### config.mk
export PLATFORM = sky130hd
export DESIGN_NAME = mcdf_ctrl_regs_n
export DESIGN_NICKNAME = d
export VERILOG_FILES = /design/src/rtl/mcdf_ctrl_regs_n.sv
export SDC_FILE = /design/constraint.sdc
export NUM_CORES = 1
export LEC_CHECK = 0
export CAP_MARGIN = 10
export CORE_UTILIZATION = 55
export DETAILED_ROUTE_END_ITERATION = 6
export DONT_BUFFER_PORTS = 1
export GPL_ROUTABILITY_DRIVEN = 1
export GPL_TIMING_DRIVEN = 0
export HOLD_SLACK_MARGIN = 0.12
export MAX_ROUTING_LAYER = met4
export PLACE_DENSITY = 0.78
export SYNTH_ARGS = -nofsm -noshare
export SYNTH_HDL_FRONTEND = slang
export SYNTH_SLANG_ARGS = --single-unit
export TNS_END_PERCENT = 50
### constraint.sdc
create_clock -name clk_i -period 2.9 [get_ports clk_i]
set_clock_uncertainty 0.2 [all_clocks]
set_input_delay 0.725 -clock clk_i [delete_from_list [all_inputs] [get_ports clk_i]]
set_output_delay 0.725 -clock clk_i [all_outputs]
set_load 0.05 [all_outputs]
### src/rtl/mcdf_ctrl_regs_n.sv
// MCDF control/status register file: per-channel CTRL (R/W) and STAT (RO) registers.
// Define MCDF_CTRL_ERR_EN to add the sticky ERR register, IRQ_MASK and err_irq_o.
module mcdf_ctrl_regs_n #(
    parameter int unsigned CH_NUM  = 3,
    parameter int unsigned AVAIL_W = 8
) (
    input  logic                       clk_i,
    input  logic                       rstn_i,
    input  logic [1:0]                 cmd_i,
    input  logic [7:0]                 cmd_addr_i,
    input  logic [31:0]                cmd_data_i,
    output logic [31:0]                cmd_data_o,
    input  logic [CH_NUM*AVAIL_W-1:0]  slv_avail_i,
    output logic [CH_NUM-1:0]          slv_en_o,
    output logic [CH_NUM*2-1:0]        slv_prio_o,
    output logic [CH_NUM*3-1:0]        slv_len_o,
    output logic                       err_irq_o
);

    localparam logic [1:0] CmdRd = 2'b01;
    localparam logic [1:0] CmdWr = 2'b10;

    logic [CH_NUM-1:0]   en_q;
    logic [CH_NUM*2-1:0] prio_q;
    logic [CH_NUM*3-1:0] len_q;
    logic [31:0]         rdata_q;
    logic [31:0]         rd_val;

    logic       is_rd, is_wr;
    logic       aligned, idx_ok, is_ctrl, is_stat, is_err, is_mask, legal;
    logic [3:0] idx;

    assign is_rd   = (cmd_i == CmdRd);
    assign is_wr   = (cmd_i == CmdWr);
    assign aligned = (cmd_addr_i[1:0] == 2'b00);
    assign idx     = cmd_addr_i[5:2];
    assign idx_ok  = (32'(idx) < CH_NUM);
    assign is_ctrl = aligned && (cmd_addr_i[7:6] == 2'b00) && idx_ok;
    assign is_stat = aligned && (cmd_addr_i[7:6] == 2'b01) && idx_ok;
`ifdef MCDF_CTRL_ERR_EN
    assign is_err  = (cmd_addr_i == 8'h80);
    assign is_mask = (cmd_addr_i == 8'h84);
`else
    assign is_err  = 1'b0;
    assign is_mask = 1'b0;
`endif
    assign legal   = is_ctrl || is_stat || is_err || is_mask;

`ifdef MCDF_CTRL_ERR_EN
    logic [1:0] err_q, err_d, mask_q;
    logic       irq_q;
`endif

    always_comb begin
        rd_val = '0;
        for (int c = 0; c < int'(CH_NUM); c++) begin
            if (is_ctrl && idx == 4'(c)) begin
                rd_val[5:0] = {len_q[c*3 +: 3], prio_q[c*2 +: 2], en_q[c]};
            end
            if (is_stat && idx == 4'(c)) begin
                rd_val[AVAIL_W-1:0] = slv_avail_i[c*AVAIL_W +: AVAIL_W];
            end
        end
`ifdef MCDF_CTRL_ERR_EN
        if (is_err)  rd_val[1:0] = err_q;
        if (is_mask) rd_val[1:0] = mask_q;
`endif
    end

    always_ff @(posedge clk_i or negedge rstn_i) begin
        if (!rstn_i) begin
            en_q    <= {CH_NUM{1'b1}};
            prio_q  <= '0;
            len_q   <= '0;
            rdata_q <= '0;
        end else begin
            if (is_rd) rdata_q <= rd_val;
            for (int c = 0; c < int'(CH_NUM); c++) begin
                if (is_wr && is_ctrl && idx == 4'(c)) begin
                    en_q[c]          <= cmd_data_i[0];
                    prio_q[c*2 +: 2] <= cmd_data_i[2:1];
                    len_q[c*3 +: 3]  <= cmd_data_i[5:3];
                end
            end
        end
    end

`ifdef MCDF_CTRL_ERR_EN
    // Clear is applied before set so a fresh error in the same cycle wins over W1C.
    always_comb begin
        err_d = err_q;
        if (is_wr && is_err) err_d = err_d & ~cmd_data_i[1:0];
        if ((is_rd || is_wr) && !legal) err_d[0] = 1'b1;
        if (is_wr && is_stat) err_d[1] = 1'b1;
    end

    always_ff @(posedge clk_i or negedge rstn_i) begin
        if (!rstn_i) begin
            err_q  <= '0;
            mask_q <= '0;
            irq_q  <= 1'b0;
        end else begin
            err_q <= err_d;
            if (is_wr && is_mask) mask_q <= cmd_data_i[1:0];
            irq_q <= |(err_q & mask_q);
        end
    end

    assign err_irq_o = irq_q;
`else
    assign err_irq_o = 1'b0;
`endif

    assign cmd_data_o = rdata_q;
    assign slv_en_o   = en_q;
    assign slv_prio_o = prio_q;
    assign slv_len_o  = len_q;

endmodule
# --- After elaboration in Yosys (flattened, before gate mapping) ---
# Cells that the tools add are included.
word_totals:
  register_bits: 26
  latch_bits: 0
  ramBits: 0
  mem_bits_ro: 0
  in_bits: 68
  out_inout_bits: 51
  word_cells: 39
  n_memories: 0
classes:
  add_sub_neg: 0
  mul: 0
  n_div: 0
  magnitude_cmp: 1
  eq_ne: 5
  shift: 0
  mux: 6
  n_bitwise: 0
  reduce_logical: 17
op_table:
  columns: ["cell", "n"]
  rows:
  - ["$mux W8", 3]
  - ["$mux W6", 3]
  - ["$logic_and A1 B1 Y1", 14]
  - ["$eq A2 B1 Y1 const B", 2]
  - ["$eq A4 B1 Y1 const B", 1]
  - ["$eq A4 B2 Y1 const B", 1]
  - ["$logic_not A2 Y1", 2]
  - ["$logic_not A4 Y1", 1]
  - ["$lt A4 B2 Y1 const B", 1]
  - ["$eq A2 B2 Y1 const B", 1]

# --- Longest topological paths before layout ---
logic_depth:
  word_depth: 10
  mapped_depth: 6

# --- Worst setup path after synthesis ---
# No wires, ideal clock.
synth_timing:
  path_kind: "input port to flip-flop"
  start: "in cmd_addr_i[1]"
  end: "reg len_q[0] (netlist: slv_len_o[0])"
  setup_time_ns: 0.128
  arrival_time_ns: 1.873
  required_ns: 2.572
  setup_slack_ns: 0.700
  stages: 5
  cell_sequence: "nor3_2 and3_1 and3b_1 buf_2 mux2_1"
synth_between:
  elab_chain_len: 5
synth_lines:
  columns: ["item", "line", "text"]
  rows:
  - ["from (decl)", "10", "input logic [7:0] cmd_addr_i,"]
  - ["$logic_not A2 Y1", "35", "assign aligned = (cmd_addr_i[1:0] == 2'b00);"]
  - ["$logic_and A1 B1 Y1 (2 in series)", "38", "assign is_ctrl = aligned && (cmd_addr_i[7:6] == 2'b00) && idx_ok;"]
  - ["$logic_and A1 B1 Y1 (2 in series)", "79", "if (is_wr && is_ctrl && idx == 4'(c)) begin"]
  - ["to (signal, indexed assignment)", "82", "len_q[c*3 +: 3] <= cmd_data_i[5:3];"]
  - ["to (decl)", "25", "logic [CH_NUM*3-1:0] len_q;"]
# Every way passes these cells.
# A chain may end at the register's enable or synchronous reset.

# --- Worst setup path in the final report ---
layout_timing:
  start: "in cmd_addr_i[1]"
  end: "reg prio_q[1] (netlist: slv_prio_o[1])"
layout_between:
  elab_chain_len: 5
layout_lines:
  columns: ["item", "line", "text"]
  rows:
  - ["$logic_not A2 Y1", "35", null]
  - ["$logic_and A1 B1 Y1 (2 in series)", "38", null]
  - ["$logic_and A1 B1 Y1 (2 in series)", "79", null]
  - ["to (signal, indexed assignment)", "81", "prio_q[c*2 +: 2] <= cmd_data_i[2:1];"]
  - ["to (decl)", "24", "logic [CH_NUM*2-1:0] prio_q;"]
# Every way passes these cells.

==> flow_metrics.tcl <==
set metrics [dict create \
    area_delta_synth_final_pct 11.45 \
    ant_nets 0 \
    dr_total_vias 1258 \
    overflow 0 \
    port_buffers 0 \
    fin_area_um2 1803 \
    drt_wl_total_mm 3.728 \
    post-route-drc-count 0 \
    crit_type "input pin to flip-flop" \
    wl_per_cell_um 17.92 \
    clock.fmax_ghz 0.4948 \
    drt_first_pass_iters 4 \
    crit_family "simple AND/OR/NAND/NOR gates" \
    ff2ff_setup_slack_ns 1.36 \
    status "completed" \
    tns_ns 0 \
    avgSynthCellArea_um2 11.01 \
    netlist_area_um2 1618 \
    slew_headroom 0.6304 \
    total_leakage_power_uw 0.0009356 \
    cp_slowest_cell "mux2_1" \
    num_antenna_cells 0 \
    p_int_uw 473.6 \
    cts.sinks 26 \
    reg2reg_from "slv_prio_o[2]" \
    via_per_inst 6.048 \
    ff2ff_path_depth 2 \
    grt_pass1_wl_mm 5.878 \
    numCtsBuffers 3 \
    grt_max_degree 27 \
    clk_path_buf_depth 2 \
    min_period_ns 2.021 \
    place_area_um2 1747 \
    cpPeakStageDelay_ns 0.34 \
    combinationalPowerShare 0.216 \
    min_from "cmd_data_i[5]" \
    post_cts_resized 0 \
    cts-root-buf "clkbuf_4" \
    dieArea_um2 3162 \
    antenna_found_initial 0 \
    pwr-share-clk 0.223 \
    maxSlewViolCount 0 \
    critPathLaunchType "input pin" \
    synth_seq_cells 26 \
    hold_viol_final 0 \
    final_util 0.6482 \
    path_cells "nor3_2, and3_1, and3b_1, buf_2, mux2_1" \
    place_congestion 0.9039 \
    setup_viol 0 \
    crit_required_ns 2.92 \
    final_nets 246 \
    worst-slew-pin-transition_ns 0.5544 \
    period_share 0.6970 \
    drv_cap 0 \
    grt_pass1_vias 1200 \
    track_usage 0.2440 \
    ctsHtreeMaxLevel 1 \
    dieHeight_um 56.24 \
    hp-class "input pin to flip-flop" \
    arrival_ns 2.04 \
    hpwlAfterDp_mm 2.990 \
    hold-path-endpoint "slv_len_o[8]" \
    r2r-end "cmd_data_o[1]" \
    core_um2 2781 \
    peakVddDrop_mv 0.4053 \
    drt_iter0_markers 86 \
    power.switching_uw 250.2 \
    switching_share 0.3456 \
    path_clk_slew_ns 0.14 \
    start_util 0.5816 \
    crit_buf_inv 1 \
    die_x_um 56.24 \
    cp-end-kind "flip-flop" \
    yosysWarnings 0 \
    hold_depth 1 \
    p_seq_frac 0.562 \
    cts_tree "built" \
    power.density_nw_per_um2 401.4 \
    synth_cell_types 32 \
    rows 19 \
    clkLatencyLatePin_ns 0.32 \
    worstPathMaxFanout 6 \
    rsz0062_at_grt "no" \
    num_io_pins 119 \
    layout-drive-gt1-share 0.2599 \
    seq_area_frac_synth 0.4045 \
    syn_inst 147 \
]
[area by class of cell]
cell class / instances / area [µm²]
flip-flops and latches: 26 / 654.4
repair buffers: 2 / 30.03
well taps: 31 / 38.79
clock buffers: 4 / 26.28
plain buffers: 32 / 225.2
fillers: 227 / 978.4
multi-input cells: 113 / 828.3
[flip-flops by register name, summed over array words and instances (netlist names)]
| register | cells |
|---|---|
| cmd_data_o | 8 |
| slv_len_o | 9 |
| slv_en_o | 3 |
| slv_prio_o | 6 |
[layer usage]
layer	share of wire	GRT usage	up-vias
li1	-	-	565
met1	0.35	0.2964	588
met2	0.52	0.4099	93
met3	0.10	0.04419	12
met4	0.030	0.08362	0
met5	0	-	-
[logic make-up (layout without fill, tap and decap cells)]
| group | Yosys count | count (layout) | share of synthesized area |
|---|---|---|---|
| simple gates | 27 | 27 | 0.1168 |
| flops | 26 | 26 | 0.4045 |
| other cells | 1 | 25 | 0.002318 |
| mux | 25 | 25 | 0.1701 |
| buf+inv | 32 | 38 | 0.1392 |
| compound gates | 36 | 36 | 0.1671 |
[timing repair]
action	in CTS	in global routing
hold buffers	2	0
setup buffers	0	0
endpoints found under the setup margin	0	0
hold endpoints to repair	26	0
[worst max path at each step]
stage,startpoint,cells after the start,to
after CTS,cmd_addr_i[1],5,slv_prio_o[1]
after global placement,cmd_addr_i[1],5,slv_len_o[2]
after floorplan,cmd_addr_i[1],5,slv_len_o[0]
after global routing,cmd_addr_i[1],5,slv_prio_o[0]
after detailed placement,cmd_addr_i[1],5,slv_prio_o[1]
final,cmd_addr_i[1],5,slv_prio_o[1]
[cell usage in the layout, fill, tap and decap left out, drive strengths merged]
cell	n
buf	31
conb	25
dfrtp	23
mux2	20
a22oi	8
nor2	6
a21o	6
a222oi	6
nand2	6
clkbuf	6
o22ai	5
mux2i	5
o31ai	5
o21ai	3
dfstp	3
nand3	3
nor3	2
and3	2
nand2b	2
and3b	1
nor4b	1
nor2b	1
o2111ai	1
nor4	1
and2b	1
a21oi	1
o211ai	1
nand4	1
dlygate4sd3	1
[synth_stat cells]
library cell,n,area [µm²]
nor4b_4,1,23.77
a21oi_1,1,5.000
o211ai_1,1,7.510
nand2_1,4,15.01
conb_1,1,3.750
nor3_2,2,20.02
buf_2,3,15.01
o31ai_1,5,37.54
nor4_4,1,21.27
mux2i_1,5,50.05
a22oi_1,8,60.06
clkbuf_1,2,7.510
and3b_1,1,8.760
nand3_2,1,10.01
mux2_1,18,202.7
a21o_1,6,45.04
nand2b_1,2,12.51
o22ai_1,5,31.28
nand3_1,2,10.01
buf_4,27,202.7
dfrtp_1,23,575.6
a222oi_1,6,60.06
and3_1,2,12.51
dfstp_2,3,78.83
and2b_1,1,7.510
nor2b_1,1,6.260
nor2_1,6,22.52
o2111ai_1,1,8.760
mux2_2,2,22.52
o21ai_1,3,15.01
nand4_1,1,6.260
nand2_2,2,12.51
[through the flow]
stage	std cells	hold slack, ns	setup slack, ns	total power, µW
final	208	0.3205	0.8788	723.8
after global routing	208	0.3070	0.7874	750.4
after CTS	208	0.3263	0.8862	720.9
after detailed placement	202	0.2298	0.5329	557.1
after global placement	202	0.2299	0.5627	554.2
after floorplan	171	0.2294	0.6995	546.3
[power groups by stage]
stage | Combinational (µW) | Sequential (µW) | Clock (µW)
2_1_floorplan | 136 | 410 | 0
3_3_place_gp | 142 | 413 | 0
3_5_place_dp | 144 | 413 | 0
4_1_cts | 155 | 407 | 159
5_1_grt | 164 | 408 | 178
6_report | 156 | 407 | 161
Note: power is estimated with default switching activity, not from simulation.
